[src/rtl/sia_pkg.sv]
// rtl/sia_pkg.sv - shared register map, bit positions and TX state encoding for the SIA UART transmitter
package sia_pkg;

    localparam logic [2:0] REG_DATA   = 3'd0;
    localparam logic [2:0] REG_STATUS = 3'd1;
    localparam logic [2:0] REG_DIV_LO = 3'd2;
    localparam logic [2:0] REG_DIV_HI = 3'd3;
    localparam logic [2:0] REG_CTRL   = 3'd4;

    localparam int ST_FULL  = 0;
    localparam int ST_EMPTY = 1;
    localparam int ST_BUSY  = 2;
    localparam int ST_OVF   = 3;

    localparam int CTRL_TX_EN  = 0;
    localparam int CTRL_IRQ_EN = 1;

    typedef enum logic [1:0] {
        IDLE  = 2'd0,
        START = 2'd1,
        DATA  = 2'd2,
        STOP  = 2'd3
    } tx_state_t;

endpackage

[src/rtl/sia_uart_tx_if.sv]
// rtl/sia_uart_tx_if.sv - 65816 bus signals seen by the SIA UART transmit window
interface sia_uart_tx_if;

    logic       phi2;
    logic       read_write;
    logic       sia_n;
    logic [2:0] address;
    logic [7:0] data_in;
    logic [7:0] data_out;
    logic       data_oe;

    modport master (
        output phi2, read_write, sia_n, address, data_in,
        input  data_out, data_oe
    );

    modport slave (
        input  phi2, read_write, sia_n, address, data_in,
        output data_out, data_oe
    );

endinterface

[src/rtl/sia_tx_fifo.sv]
// rtl/sia_tx_fifo.sv - synchronous TX byte FIFO with wrap-bit pointers and show-ahead read data
module sia_tx_fifo #(
    parameter int DEPTH = 16,
    parameter int WIDTH = 8
) (
    input  logic             clk,
    input  logic             reset_n,
    input  logic             push,
    input  logic             pop,
    input  logic [WIDTH-1:0] wdata,
    output logic [WIDTH-1:0] rdata,
    output logic             full,
    output logic             empty
);

    localparam int AW = $clog2(DEPTH);

    logic [AW:0]      wr_ptr;
    logic [AW:0]      rd_ptr;
    logic [WIDTH-1:0] mem [DEPTH];
    logic             do_push;
    logic             do_pop;

    assign empty   = (wr_ptr == rd_ptr);
    assign full    = (wr_ptr[AW] != rd_ptr[AW]) && (wr_ptr[AW-1:0] == rd_ptr[AW-1:0]);
    assign do_pop  = pop && !empty;
    // a push into a full FIFO is accepted when the head leaves in the same clock
    assign do_push = push && (!full || do_pop);
    assign rdata   = mem[rd_ptr[AW-1:0]];

    always_ff @(posedge clk or negedge reset_n) begin
        if (!reset_n) begin
            wr_ptr <= '0;
            rd_ptr <= '0;
        end else begin
            if (do_push) wr_ptr <= wr_ptr + 1'b1;
            if (do_pop)  rd_ptr <= rd_ptr + 1'b1;
        end
    end

    always_ff @(posedge clk) begin
        if (do_push) mem[wr_ptr[AW-1:0]] <= wdata;
    end

endmodule

[src/rtl/sia_uart_tx.sv]
// rtl/sia_uart_tx.sv - SIA UART transmit register window: bus sync, registers, FIFO and 8N1 serialiser
module sia_uart_tx
    import sia_pkg::*;
#(
    parameter int          FIFO_DEPTH  = 16,
    parameter logic [15:0] DEFAULT_DIV = 16'd123,
    parameter int          SYNC_STAGES = 2
) (
    input  logic          clk,
    input  logic          reset_n,
    sia_uart_tx_if.slave  bus,
    output logic          irq_n,
    output logic          tx
);

    localparam int SYNC_W = 14;
    localparam logic [SYNC_W-1:0] SYNC_IDLE = {1'b0, 1'b1, 1'b1, 3'd0, 8'd0};

    // address/data ride the same pipeline as phi2 so they stay aligned with the sampled edge
    logic [SYNC_W-1:0] sync_q [SYNC_STAGES];
    logic              phi2_s, rw_s, sia_n_s, phi2_d;
    logic [2:0]        addr_s;
    logic [7:0]        wdata_s;

    logic [15:0]       div;
    logic [1:0]        ctrl;
    logic              ovf;
    logic              wr_commit, push_req, ovf_set;
    logic [7:0]        rd_mux;

    logic              fifo_pop, fifo_full, fifo_empty;
    logic [7:0]        fifo_rdata;

    tx_state_t         state, state_next;
    logic [15:0]       bit_div, baud_cnt;
    logic [2:0]        bit_cnt;
    logic [7:0]        shreg;
    logic              bit_end, load_frame, shift, tx_next;

    always_ff @(posedge clk or negedge reset_n) begin
        if (!reset_n) begin
            for (int i = 0; i < SYNC_STAGES; i++) sync_q[i] <= SYNC_IDLE;
            phi2_d <= 1'b0;
        end else begin
            sync_q[0] <= {bus.phi2, bus.read_write, bus.sia_n, bus.address, bus.data_in};
            for (int i = 1; i < SYNC_STAGES; i++) sync_q[i] <= sync_q[i-1];
            phi2_d <= phi2_s;
        end
    end

    assign {phi2_s, rw_s, sia_n_s, addr_s, wdata_s} = sync_q[SYNC_STAGES-1];
    assign wr_commit = phi2_d && !phi2_s && !sia_n_s && !rw_s;
    assign push_req  = wr_commit && (addr_s == REG_DATA);
    assign ovf_set   = push_req && fifo_full && !fifo_pop;

    always_ff @(posedge clk or negedge reset_n) begin
        if (!reset_n) begin
            div  <= DEFAULT_DIV;
            ctrl <= 2'b00;
            ovf  <= 1'b0;
        end else begin
            if (ovf_set) ovf <= 1'b1;
            if (wr_commit) begin
                case (addr_s)
                    REG_STATUS: if (wdata_s[ST_OVF]) ovf <= 1'b0;
                    REG_DIV_LO: div[7:0]  <= wdata_s;
                    REG_DIV_HI: div[15:8] <= wdata_s;
                    REG_CTRL:   ctrl      <= wdata_s[1:0];
                    default: ;
                endcase
            end
        end
    end

    always_comb begin
        rd_mux = 8'h00;
        case (addr_s)
            REG_STATUS: begin
                rd_mux[ST_FULL]  = fifo_full;
                rd_mux[ST_EMPTY] = fifo_empty;
                rd_mux[ST_BUSY]  = (state != IDLE);
                rd_mux[ST_OVF]   = ovf;
            end
            REG_DIV_LO: rd_mux = div[7:0];
            REG_DIV_HI: rd_mux = div[15:8];
            REG_CTRL:   rd_mux = {6'b0, ctrl};
            default:    rd_mux = 8'h00;
        endcase
    end

    always_ff @(posedge clk or negedge reset_n) begin
        if (!reset_n) begin
            bus.data_oe  <= 1'b0;
            bus.data_out <= 8'h00;
            irq_n        <= 1'b1;
        end else begin
            bus.data_oe  <= !sia_n_s && rw_s && phi2_s;
            bus.data_out <= rd_mux;
            irq_n        <= !(ctrl[CTRL_IRQ_EN] && fifo_empty && (state == IDLE));
        end
    end

    sia_tx_fifo #(
        .DEPTH (FIFO_DEPTH),
        .WIDTH (8)
    ) u_fifo (
        .clk     (clk),
        .reset_n (reset_n),
        .push    (push_req),
        .pop     (fifo_pop),
        .wdata   (wdata_s),
        .rdata   (fifo_rdata),
        .full    (fifo_full),
        .empty   (fifo_empty)
    );

    always_ff @(posedge clk or negedge reset_n) begin
        if (!reset_n) state <= IDLE;
        else          state <= state_next;
    end

    // a queued byte at the end of STOP starts straight away so frames abut with no idle clock
    always_comb begin
        state_next = state;
        fifo_pop   = 1'b0;
        load_frame = 1'b0;
        shift      = 1'b0;
        bit_end    = (baud_cnt == bit_div);
        case (state)
            IDLE: begin
                if (ctrl[CTRL_TX_EN] && !fifo_empty) begin
                    fifo_pop   = 1'b1;
                    load_frame = 1'b1;
                    state_next = START;
                end
            end
            START: if (bit_end) state_next = DATA;
            DATA: begin
                if (bit_end) begin
                    shift = 1'b1;
                    if (bit_cnt == 3'd7) state_next = STOP;
                end
            end
            STOP: begin
                if (bit_end) begin
                    if (ctrl[CTRL_TX_EN] && !fifo_empty) begin
                        fifo_pop   = 1'b1;
                        load_frame = 1'b1;
                        state_next = START;
                    end else begin
                        state_next = IDLE;
                    end
                end
            end
            default: state_next = IDLE;
        endcase
        case (state_next)
            START:   tx_next = 1'b0;
            DATA:    tx_next = shift ? shreg[1] : shreg[0];
            default: tx_next = 1'b1;
        endcase
    end

    always_ff @(posedge clk or negedge reset_n) begin
        if (!reset_n) begin
            bit_div  <= 16'd0;
            baud_cnt <= 16'd0;
            bit_cnt  <= 3'd0;
            shreg    <= 8'h00;
            tx       <= 1'b1;
        end else begin
            tx <= tx_next;
            if (load_frame) begin
                bit_div  <= div;
                shreg    <= fifo_rdata;
                baud_cnt <= 16'd0;
                bit_cnt  <= 3'd0;
            end else if (state != IDLE) begin
                baud_cnt <= bit_end ? 16'd0 : baud_cnt + 16'd1;
                if (shift) begin
                    shreg   <= {1'b0, shreg[7:1]};
                    bit_cnt <= bit_cnt + 3'd1;
                end
            end
        end
    end

endmodule
[src/flat_wrapper.sv]
// flat-port wrapper written by rule: the top's interface ports become plain ports
module sia_uart_tx_flat import sia_pkg::*;
#(
    parameter int          FIFO_DEPTH  = 16,
    parameter logic [15:0] DEFAULT_DIV = 16'd123,
    parameter int          SYNC_STAGES = 2
)
  (clk, reset_n, irq_n, tx, bus_phi2, bus_read_write, bus_sia_n, bus_address, bus_data_in, bus_data_out, bus_data_oe);
  sia_uart_tx_if bus_i ();
  input  logic clk;
  input  logic reset_n;
  output logic irq_n;
  output logic tx;
  input wire logic [$bits(bus_i.phi2)-1:0] bus_phi2;
  input wire logic [$bits(bus_i.read_write)-1:0] bus_read_write;
  input wire logic [$bits(bus_i.sia_n)-1:0] bus_sia_n;
  input wire logic [$bits(bus_i.address)-1:0] bus_address;
  input wire logic [$bits(bus_i.data_in)-1:0] bus_data_in;
  output wire logic [$bits(bus_i.data_out)-1:0] bus_data_out;
  output wire logic [$bits(bus_i.data_oe)-1:0] bus_data_oe;
  assign bus_i.phi2 = bus_phi2;
  assign bus_i.read_write = bus_read_write;
  assign bus_i.sia_n = bus_sia_n;
  assign bus_i.address = bus_address;
  assign bus_i.data_in = bus_data_in;
  assign bus_data_out = bus_i.data_out;
  assign bus_data_oe = bus_i.data_oe;
  sia_uart_tx #(.FIFO_DEPTH(FIFO_DEPTH), .DEFAULT_DIV(DEFAULT_DIV), .SYNC_STAGES(SYNC_STAGES)) u_core (.clk(clk), .reset_n(reset_n), .bus(bus_i), .irq_n(irq_n), .tx(tx));
endmodule
[config.mk]
export PLATFORM = sky130hd
export DESIGN_NAME = sia_uart_tx_flat
export DESIGN_NICKNAME = d
export VERILOG_FILES = /design/src/rtl/sia_pkg.sv /design/src/rtl/sia_uart_tx_if.sv /design/src/rtl/sia_tx_fifo.sv /design/src/rtl/sia_uart_tx.sv /design/src/flat_wrapper.sv
export SDC_FILE = /design/constraint.sdc
export NUM_CORES = 1
export LEC_CHECK = 0
export ABC_AREA = 1
export CAP_MARGIN = 20
export CORE_MARGIN = 4
export CORE_UTILIZATION = 45
export DETAILED_ROUTE_END_ITERATION = 7
export GPL_TIMING_DRIVEN = 0
export SYNTH_ARGS = -nofsm -noshare
export SYNTH_HDL_FRONTEND = slang
export SYNTH_SLANG_ARGS = --single-unit
[constraint.sdc]
create_clock -name clk -period 2.7 [get_ports clk]
set_input_delay 0.81 -clock clk [delete_from_list [all_inputs] [get_ports clk]]
set_output_delay 0.81 -clock clk [all_outputs]
set_load 0.1 [all_outputs]
==> results of run 1 <==
-- final cells by class --
type / count / area [sq um]
multi-input combinational: 611 / 3200
clock buffer: 29 / 683
fill: 1903 / 9860
buffer: 38 / 178
timing repair buffer: 62 / 579
sequential: 242 / 6710
clock inverter: 18 / 176
inverter: 95 / 360
tap: 280 / 350
-- state kept, by name, indices dropped and copies added, names as in the netlist, 2 cells and up --
| signal | count |
|---|---|
| u_core.u_fifo.rd_ptr | 5 |
| u_core.shreg | 8 |
| u_core.u_fifo.mem | 128 |
| u_core.div | 16 |
| u_core.state | 2 |
| u_core.bit_div | 16 |
| u_core.sync_q | 22 |
| u_core.addr_s | 3 |
| u_core.baud_cnt | 16 |
| u_core.bus.data_out | 8 |
| u_core.bit_cnt | 3 |
| u_core.ctrl | 2 |
| u_core.u_fifo.wr_ptr | 5 |
-- per-stage QoR --
step                instances  TNS [ns]  hold WS, ns
floorplan                 986         0        0.331
global placement         1292   -479.01        0.333
detailed placement       1307    -32.42        0.335
CTS                      1355     -3.43       0.0991
global route             1375    -0.154        0.107
finish                   1375         0        0.112
-- cell families after synthesis --
family,count (synthesis)
AO/OA/AOI/OAI,168
flip-flops,242
adder cells (fa/ha/maj),13
AND/OR/NAND/NOR,408
XOR/XNOR,22
buffers and inverters,133
-- report_power, final --
| part | leakage, nW | switching (W) | internal [W] |
|---|---|---|---|
| clock network | 0.412 | 0.00144 | 0.00211 |
| registers | 2.61 | 0.000193 | 0.00411 |
| logic | 2.01 | 0.00151 | 0.000561 |
| total | 5.04 | 0.00314 | 0.00678 |
-- final timing paths --
| check | start | end | slack (ns) | cells past startpoint |
|---|---|---|---|---|
| max in group asynchronous | reset_n | u_core.sync_q[25]$_DFF_PN1_ | 1.87 | 2 |
| setup reg to reg | u_core.u_fifo.rd_ptr[1]$_DFFE_PN0P_ | u_core.u_fifo.mem[14][1]$_DFFE_PP_ | 0.15 | 13 |
| setup / recovery | u_core.irq_n$_DFF_PN1_ | irq_n | 0.04 | 1 |
| hold reg to reg | u_core.sync_q[20]$_DFF_PN0_ | u_core.sync_q[6]$_DFF_PN0_ | 0.35 | 0 |
| hold / removal | reset_n | u_core.baud_cnt[7]$_DFFE_PN0P_ | 0.11 | 1 |
| min in group clk | u_core.sync_q[20]$_DFF_PN0_ | u_core.sync_q[6]$_DFF_PN0_ | 0.35 | 0 |
-- layout by cell type, fill, tap and decap left out, types with 2 or more instances in the layout --
cell and n:
nor3_4 16, clkinv_1 8, nand2_1 203, clkbuf_16 27, clkinv_4 2, inv_2 12
nand2_4 2, nand3_1 64, o22ai_1 18, inv_1 79, clkbuf_1 26, buf_2 11
nor4_1 2, bufinv_16 3, dlygate4sd2_1 9, xnor2_1 2, clkinv_2 4, o2111ai_1 2
a21oi_1 16, buf_4 26, o21ai_0 112, xor2_1 20, nor3_1 10, o221ai_1 16
buf_1 3, nor2_1 94, buf_12 3, ha_1 13, edfxtp_1 128, buf_6 7
dfstp_2 12, nand4_1 8, clkdlybuf4s50_1 14, clkinvlp_4 3, clkdlybuf4s15_1 2, nand2_2 3
dfrtp_1 101
-- layer usage --
layer	part of all wire (%)	global-route usage (%)	vias to the layer above
met2	45	30.5	281
met5	0	0	-
met4	2.0	4.18	0
met3	7.0	3.57	49
li1	-	-	3539
met1	46	29.3	3528
-- repair_timing --
item                       CTS  global route
setup buffers                1            20
pin swaps                    0             9
setup endpoints to repair  133            87
resized for setup           38            33
==> summary.md, run 1 <==
| Metric | Value |
|---|---|
| Status | finished, final reports clean |
| Clock tree from TritonCTS | done |
| Largest net degree at the start of global routing | 101 |
| Leakage | 5.04 nW |
| Slowest stage cell, crit path | clkdlybuf4s15_1 |
| Netlist Area Pre-Place | 0.0103 sq mm |
| Nets@finish | 1105 |
| Type of origin of the critical path | register |
| F_max | 376 MHz |
| Initial Util | 46.4% |
| I/O Pins | 27 |
| Total GRT Usage | 19.6% |
| Crit. End Element | output pin |
| CTS Buf Count | 26 |
| Min cycle time layout | 2.66 ns |
| Synth Area in Compound Gates | 9.20% |
| Slew at the pin closest to its max-slew limit | 0.969 ns |
| Sequential area share after synthesis | 65.5% |
| Clock Sinks | 242 |
| PwrDens | 811 mW/mm^2 |
| DRC viols | 0 |
| Cell row count | 54 |
| N_diodes | 0 |
| Synth top cells by count | nand2_1 (203), edfxtp_1 (128), o21ai_0 (112) |
| Die Y | 159 um |
| Fin worst setup slack | 0.0426 ns |
| Core ar. | 0.0221 sq mm |
| Hold_buf cts | 0 |
| Slew margin rel. | 35.6% |
| Routability Congestion | 0.954 |
| Largest cells by area after synthesis | edfxtp_1 (37%), dfrtp_1 (25%), nand2_1 (7.4%), o21ai_0 (5.5%), nor2_1 (3.5%) |
| CP Cell Sequence | clkdlybuf4s15_1 |
| CP Max Fanout | 1 |
| Yosys Warn Count | 0 |
| Post-synthesis adder-cell area fraction | 1.59% |
| Via count | 7397 |
| Pwr Total | 0.00992 W |
| Mapped Cells | 986 |
| EDFF count, synth | 128 |
| CTS Buffer Depth | 3 |
| Die W | 159 um |
| Setup Viol. Count Final | 0 |
| CTS clk-pin slew, worst paths | 0.06 ns |
| Post-synthesis xor/xnor area fraction | 1.88% |
| CP delay by family, top | buffers and inverters |
| Largest family of logic cells by synthesized area | simple AND/OR/NAND/NOR gates |
| Area growth syn-to-layout | 19.4% |
| Post-synth cell types | 35 |
| Via/cell ratio | 5.38 |
| Final Instance Area | 0.0122 sq mm |
| Synth Register Bits | 242 |
| GRT overflow | 0 |
| Crit Path Class | register to output pin |
| ANT nets after route | 0 |
| Clock latency on the worst-skew pair | 0.52 ns |
| First-pass GRT wire length | 39.7 mm |
| Root Driver | clkbuf_16 |
| Placement-stage cell area | 0.0110 sq mm |
| Final-report hold violation count | 0 |
| Max Slew Vio Count | 0 |
| Post-synthesis mux area share | 0% |
| Buf/Inv on CP | 1 |
| Hold Crit Class | input pin to asynchronous set/reset pin |
| Maximum vdd drop | 479 uV |
| First-pass DRT Iterations | 5 |
| Async SR Flop Fraction | 47.1% |
| Die ar. | 0.0253 sq mm |
| DRC violation total after the first TritonRoute iteration | 642 |
| Port bufs | 26 |
| Count leader, synth | nand2_1 |
| Finished Core Util | 55.4% |
| Arrival time worst endpoint | 1.85 ns |
| Syn_area_per_cell | 10.4 sq um |
| Total Routed Length | 25.3 mm |
| Initial antenna violation count | 0 |
| Clk_skew | 0.00974 ns |
| Yosys top cell area share | 37.5% |
| Simple-gate portion of the synthesized area | 16.7% |
| Primary FF master, synth | edfxtp_1 |
| Max-capacitance violation count | 0 |
| Crit-path max cell delay | 0.81 ns |
| Period utilization | 98.4% |
| WP data required | 1.89 ns |
| Share of cells above drive strength 1 | 12.7% |
| Wire length per cell | 18.4 um |
| Worst slack at placement | -0.489 ns |
| Synth area leader | edfxtp_1 |
| Net Count, Synth | 1015 |
| H-tree Lvls | 1 |
| DP Wirelength | 17.1 mm |
| Vias in the first global route | 7051 |
Note: power is estimated with default switching activity, not from simulation.
==> inputs of run 2 (changes only) <==
--- a/config.mk
+++ b/config.mk
@@ -7,10 +7,13 @@
 export LEC_CHECK = 0
 export ABC_AREA = 1
 export CAP_MARGIN = 20
+export CELL_PAD_IN_SITES_DETAIL_PLACEMENT = 2
+export CELL_PAD_IN_SITES_GLOBAL_PLACEMENT = 2
 export CORE_MARGIN = 4
-export CORE_UTILIZATION = 45
+export CORE_UTILIZATION = 41
 export DETAILED_ROUTE_END_ITERATION = 7
 export GPL_TIMING_DRIVEN = 0
+export PLACE_DENSITY_LB_ADDON = 0.1
 export SYNTH_ARGS = -nofsm -noshare
 export SYNTH_HDL_FRONTEND = slang
 export SYNTH_SLANG_ARGS = --single-unit
==> run 2 against run 1 <==
Fmax fell by 1.5%. Sequential share of layout area fell by 1.2 points. Largest power group unchanged. Hold slack improved by 0.017 ns. Via count rose by 12%. Count of clock-buffer cells in the layout rose by 5. Largest cell class unchanged. Sequential power rose by 0.9%. Clock skew rose by 0.011 ns. First-iteration DRC count rose by 21%. Final cell count rose by 4.1%. Power rose by 7.1%. Critical path type is now register to register. Global-route usage rose by 6.5 points. Combinational power rose by 17%. Highest routed layer unchanged.
==> summary.md, run 2 (synthesis results as in run 1) <==
| Metric | Value |
|---|---|
| First-pass DRT Iterations | 5 (unchanged) |
| Core ar. | 0.0245 sq mm (+11%) |
| Die W | 166 um (+4.5%) |
| Root Driver | clkbuf_16 |
| Area growth syn-to-layout | 22.2% |
| Clk_skew | 0.0210 ns (+0.0113 ns) |
| First-pass GRT wire length | 55.7 mm (+40%) |
| F_max | 371 MHz (-1.5%) |
| Routability Congestion | 0.803 (-16%) |
| Arrival time worst endpoint | 2.96 ns (+1.11 ns) |
| Total GRT Usage | 26.1% (+6.5 points) |
| PwrDens | 849 mW/mm^2 (+4.6%) |
| Min cycle time layout | 2.70 ns (+0.0412 ns) |
| Leakage | 5.16 nW (+2.5%) |
| Setup TNS | 0 ns (unchanged) |
| Setup Viol. Count Final | 0 (unchanged) |
| Clock latency on the worst-skew pair | 0.56 ns (+0.04 ns) |
| Clock tree from TritonCTS | done |
| DRC violation total after the first TritonRoute iteration | 774 (+21%) |
| CTS clk-pin slew, worst paths | 0.06 ns (about the same) |
| DRC viols | 0 (unchanged) |
| Via count | 8248 (+12%) |
| Slew margin rel. | 34.5% (-1.1 points) |
| Max reg flops | 128 (unchanged) |
| I/O Pins | 27 (unchanged) |
| Placement-stage cell area | 0.0110 sq mm (+0.52%) |
| Hold Crit Class | input pin to asynchronous set/reset pin |
| Pwr Total | 0.0106 W (+7.1%) |
| Die Y | 166 um (+4.5%) |
| CTS Buffer Depth | 3 (unchanged) |
| Cell row count | 57 (+5.6%) |
| Slew at the pin closest to its max-slew limit | 0.986 ns (+0.0170 ns) |
| Initial Util | 41.9% (-4.5 points) |
| Crit. End Element | register |
| ANT nets after route | 0 (unchanged) |
| Placed cells | 1350 (+3.3%) |
| CP Max Fanout | 10 (+9) |
| CTS Buf Count | 27 (+3.8%) |
| Share of cells above drive strength 1 | 15.5% (+2.8 points) |
| Nets@finish | 1116 (+1.0%) |
| Type of origin of the critical path | register |
| Die ar. | 0.0276 sq mm (+9.3%) |
| Wire length per cell | 26.8 um (+46%) |
| GRT overflow | 0 (unchanged) |
| Clock Sinks | 242 (unchanged) |
| Most frequent cells in the layout | nand2_1 (200), edfxtp_1 (128), o21ai_0 (112), dfrtp_1 (96), nor2_1 (93) |
| Maximum vdd drop | 613 uV (+28%) |
| Status | finished, final reports clean |
| Vias in the first global route | 9020 (+28%) |
| DP Wirelength | 22.4 mm (+31%) |
| Initial antenna violation count | 0 (unchanged) |
| H-tree Lvls | 1 (unchanged) |
| WP data required | 2.96 ns (+1.07 ns) |
| # fillers | 2448 (+29%) |
| Final-report hold violation count | 0 (unchanged) |
| Crit Path Class | register to register |
| Reg2Reg Depth | 13 (unchanged) |
| N_diodes | 0 (unchanged) |
| Total Routed Length | 38.4 mm (+52%) |
| Via/cell ratio | 5.76 (+7.1%) |
| Max-capacitance violation count | 0 (unchanged) |
| Most common cell after layout, fill and taps aside | nand2_1 |
| Finished Layout Cells | 1431 (+4.1%) |
| Worst slack at placement | -0.722 ns (-0.232 ns) |
| Final Instance Area | 0.0125 sq mm (+2.3%) |
| Fin worst setup slack | 0.00147 ns (-0.0412 ns) |
| Largest net degree at the start of global routing | 88 (-13%) |
| Max Slew Vio Count | 0 (unchanged) |
| Period utilization | 99.9% (+1.5 points) |
| Port bufs | 26 (unchanged) |
-- run 2: report_power, final --
group	switching [W]	leakage, nW	internal, W	total (W)
clock	0.00162	0.444	0.00224	0.00386
combinational	0.00179	2.11	0.000630	0.00242
sequential	0.000237	2.61	0.00412	0.00435
total	0.00364	5.16	0.00699	0.0106
-- run 2: worst max-delay path, cell delays in order, from the launching register on --
cell	delay, ns
dfrtp_1	0.48
inv_1	0.15
nand2_1	0.08
nand2_1	0.09
a21oi_1	0.07
nand3_1	0.16
nand2_2	0.15
nor2_2	0.16
nand2_4	0.13
nand2_4	0.14
nand2_8	0.10
clkbuf_16	0.23
nor3_4	0.23
buf_4	0.21
-- run 2: routing by layer --
layer / vias up / part of all wire [%] / GRT usage, %
li1: 3554 / - / -
met1: 4259 / 40 / 34.0
met2: 333 / 50 / 44.7
met3: 102 / 5.7 / 3.98
met4: 0 / 4.0 / 9.33
met5: - / 0 / 0
-- run 2: area by class of cell --
type                       count  area (sq um)  area share [%]
sequential                   242          6720            53.7
buffer                        38           194            1.55
clock buffer                  34           742            5.92
clock inverter                15           169            1.35
inverter                      95           365            2.92
tap                          324           405            3.24
multi-input combinational    611          3230            25.8
timing repair buffer          72           696            5.55
-- run 2: metrics by stage --
stage,hold slack (ns),utilization (%)
6_report,0.129,51.2
5_1_grt,0.144,51.2
3_5_place_dp,0.336,45.1
2_1_floorplan,0.331,-
4_1_cts,0.119,50.1
3_3_place_gp,0.331,44.6
-- run 2: path summary, 6_finish.rpt --
kind / start / end / slack [ns]
max: u_core.u_fifo.rd_ptr[0]$_DFFE_PN0P_ / u_core.u_fifo.mem[12][2]$_DFFE_PP_ / 0.001
min: reset_n / u_core.baud_cnt[7]$_DFFE_PN0P_ / 0.13
max reg2reg: u_core.u_fifo.rd_ptr[0]$_DFFE_PN0P_ / u_core.u_fifo.mem[12][2]$_DFFE_PP_ / 0.001
min reg2reg: u_core.sync_q[27]$_DFF_PN0_ / u_core.phi2_s$_DFF_PN0_ / 0.35
max in group asynchronous: reset_n / u_core.div[0]$_DFFE_PN1P_ / 1.82
min in group clk: u_core.sync_q[27]$_DFF_PN0_ / u_core.phi2_s$_DFF_PN0_ / 0.35
-- run 2: timing repair --
action | 4_1_cts | 5_1_grt
pin swaps | 8 | 9
setup endpoints to repair | 139 | 136
setup buffers | 11 | 19
gates resized for setup | 58 | 32
hold buffers | 0 | 0
gates cloned | 0 | 2
==> inputs of run 3 (changes only) <==
--- a/config.mk
+++ b/config.mk
@@ -9,8 +9,9 @@
 export CAP_MARGIN = 20
 export CELL_PAD_IN_SITES_DETAIL_PLACEMENT = 2
 export CELL_PAD_IN_SITES_GLOBAL_PLACEMENT = 2
-export CORE_MARGIN = 4
+export CORE_MARGIN = 2
 export CORE_UTILIZATION = 41
+export CTS_CLUSTER_DIAMETER = 40
 export DETAILED_ROUTE_END_ITERATION = 7
 export GPL_TIMING_DRIVEN = 0
 export PLACE_DENSITY_LB_ADDON = 0.1
==> run 3 against run 2 <==
Die area shrank 4.8%. Power increased by 13%. Register-to-register slack improved by 0.03 ns. Core utilization is 1.4 points higher. Non-clock buffer count down 9. Largest cell class unchanged. Sequential share of layout area down 1.4 points. Final cell count grew 0.70%. Fmax fell by 0.24%. Clock power rose by 35%. The run now ends with setup timing left. Wire length rose by 2.3%. Clock skew rose by 0.011 ns.
==> summary.md, run 3 (synthesis results as in run 1) <==
| Metric | Value |
|---|---|
| Setup TNS | -0.00492 ns (-0.00492 ns) |
| DRC violation total after the first TritonRoute iteration | 696 (-10%) |
| DRC viols | 0 (unchanged) |
| F_max | 370 MHz (-0.24%) |
| Setup Viol. Count Final | 1 (+1) |
| Hold Crit Class | input pin to asynchronous set/reset pin |
| Maximum vdd drop | 852 uV (+39%) |
| First-pass GRT wire length | 58.0 mm (+4.2%) |
| CP Cell Sequence | clkdlybuf4s15_1 |
| Fin worst setup slack | -0.00492 ns (-0.00639 ns) |
| Via/cell ratio | 5.74 (-0.37%) |
| Initial Util | 41.9% (unchanged) |
| Routability Congestion | 0.812 (+1.1%) |
| ANT nets after route | 0 (unchanged) |
| DP Wirelength | 22.8 mm (+2.0%) |
| Nets@finish | 1118 (+0.18%) |
| Worst slack at placement | -0.761 ns (-0.0392 ns) |
| Min cycle time layout | 2.70 ns (+0.00639 ns) |
| Port bufs | 26 (unchanged) |
| Root Driver | clkbuf_16 |
| Total GRT Usage | 29.9% (+3.8 points) |
| Most common cell after layout, fill and taps aside | nand2_1 |
| H-tree Lvls | 2 (+1) |
| CTS Buffer Depth | 3 (unchanged) |
| Arrival time worst endpoint | 1.89 ns (-1.07 ns) |
| Most frequent cells in the layout | nand2_1 (200), edfxtp_1 (128), o21ai_0 (112), dfrtp_1 (95), nor2_1 (92) |
| Via count | 8275 (+0.33%) |
| Total Routed Length | 39.3 mm (+2.3%) |
| Share of cells above drive strength 1 | 17.0% (+1.5 points) |
| GRT overflow | 0 (unchanged) |
| Clk_skew | 0.0316 ns (+0.0105 ns) |
| Crit. End Element | output pin |
| Leakage | 5.31 nW (+2.8%) |
| Crit-path max cell delay | 0.84 ns (+0.36 ns) |
| Max Slew Vio Count | 0 (unchanged) |
| Final-report hold violation count | 0 (unchanged) |
| Worst hold slack | 0.161 ns (+0.0323 ns) |
| CP Max Fanout | 1 (-9) |
| Slowest stage cell, crit path | clkdlybuf4s15_1 |
| CTS Buf Count | 38 (+41%) |
| PwrDens | 933 mW/mm^2 (+10%) |
| R2R Setup Slk | 0.03 ns (+0.03 ns) |
| Type of origin of the critical path | register |
| Clock tree from TritonCTS | done |
| Failing checks | setup timing |
| Clock latency on the worst-skew pair | 0.53 ns (-0.03 ns) |
| Max reg flops | 128 (unchanged) |
| I/O Pins | 27 (unchanged) |
| CTS clk-pin slew, worst paths | 0.07 ns (about the same) |
| Cell row count | 57 (unchanged) |
| Finished Core Util | 52.6% (+1.4 points) |
| Area growth syn-to-layout | 25.4% |
| First-pass DRT Iterations | 5 (unchanged) |
| CP delay by family, top | buffers and inverters |
| Max-capacitance violation count | 0 (unchanged) |
| Slew at the pin closest to its max-slew limit | 1.02 ns (+0.0310 ns) |
| Die Y | 162 um (-2.4%) |
| Wire length per cell | 27.3 um (+1.6%) |
| Vias in the first global route | 9206 (+2.1%) |
| Largest net degree at the start of global routing | 89 (+1.1%) |
| Die ar. | 0.0263 sq mm (-4.8%) |
| WP data required | 1.89 ns (-1.07 ns) |
| Clock Sinks | 242 (unchanged) |
| Crit Path Class | register to output pin |
| Die W | 162 um (-2.4%) |
| Slew margin rel. | 32.5% (-2.1 points) |
| Buf/Inv on CP | 1 (-2) |
| N_diodes | 0 (unchanged) |
| Initial antenna violation count | 0 (unchanged) |
| Pwr Total | 0.0120 W (+13%) |
| Period utilization | 100% (+0.24 points) |
| Core ar. | 0.0245 sq mm (unchanged) |
| Status | complete, but fails checks |
==> run 3: path summary, 6_finish.rpt <==
kind | from | to | cells after the start
max | u_core.irq_n$_DFF_PN1_ | irq_n | 1
min | reset_n | u_core.u_fifo.rd_ptr[3]$_DFFE_PN0P_ | 1
max reg2reg | u_core.u_fifo.rd_ptr[2]$_DFFE_PN0P_ | u_core.u_fifo.mem[2][3]$_DFFE_PP_ | 13
min reg2reg | u_core.sync_q[22]$_DFF_PN0_ | u_core.addr_s[0]$_DFF_PN0_ | 0
max in group asynchronous | reset_n | u_core.irq_n$_DFF_PN1_ | 2
min in group clk | u_core.sync_q[22]$_DFF_PN0_ | u_core.addr_s[0]$_DFF_PN0_ | 0
==> run 3: cell type report <==
cell class                      instances  area, sq um
Clock inverter                         24          322
Clock buffer                           44         1010
Fill cell                            2437        11600
Multi-Input combinational cell        611         3230
Sequential cell                       242         6720
Buffer                                 38          196
Timing Repair Buffer                   63          604
Inverter                               95          363
Tap cell                              324          405
==> run 3: report_power, final <==
part	switching, W	internal, W
Sequential	0.000240	0.00412
Clock	0.00192	0.00331
Combinational	0.00179	0.000612
==> run 3: what timing repair did <==
| item | in CTS | in global routing |
|---|---|---|
| endpoints found under the setup margin | 139 | 127 |
| hold buffers | 0 | 0 |
| resized for setup | 58 | 42 |
| setup buffers | 11 | 10 |
| pin swaps | 11 | 4 |
| cloned | 0 | 1 |
==> run 3: through the flow <==
step           instances  instance area (sq um)
2_1_floorplan        986                  10300
3_3_place_gp        1336                  10900
3_5_place_dp        1351                  11000
4_1_cts             1430                  12700
5_1_grt             1441                  12900
6_report            1441                  12900
==> run 3: routing by layer <==
metal | global-route usage (%) | part of all wire [%]
met4 | 13.5 | 4.4
met5 | 0 | 0
met2 | 50.7 | 50
met3 | 5.16 | 5.4
met1 | 37.6 | 40
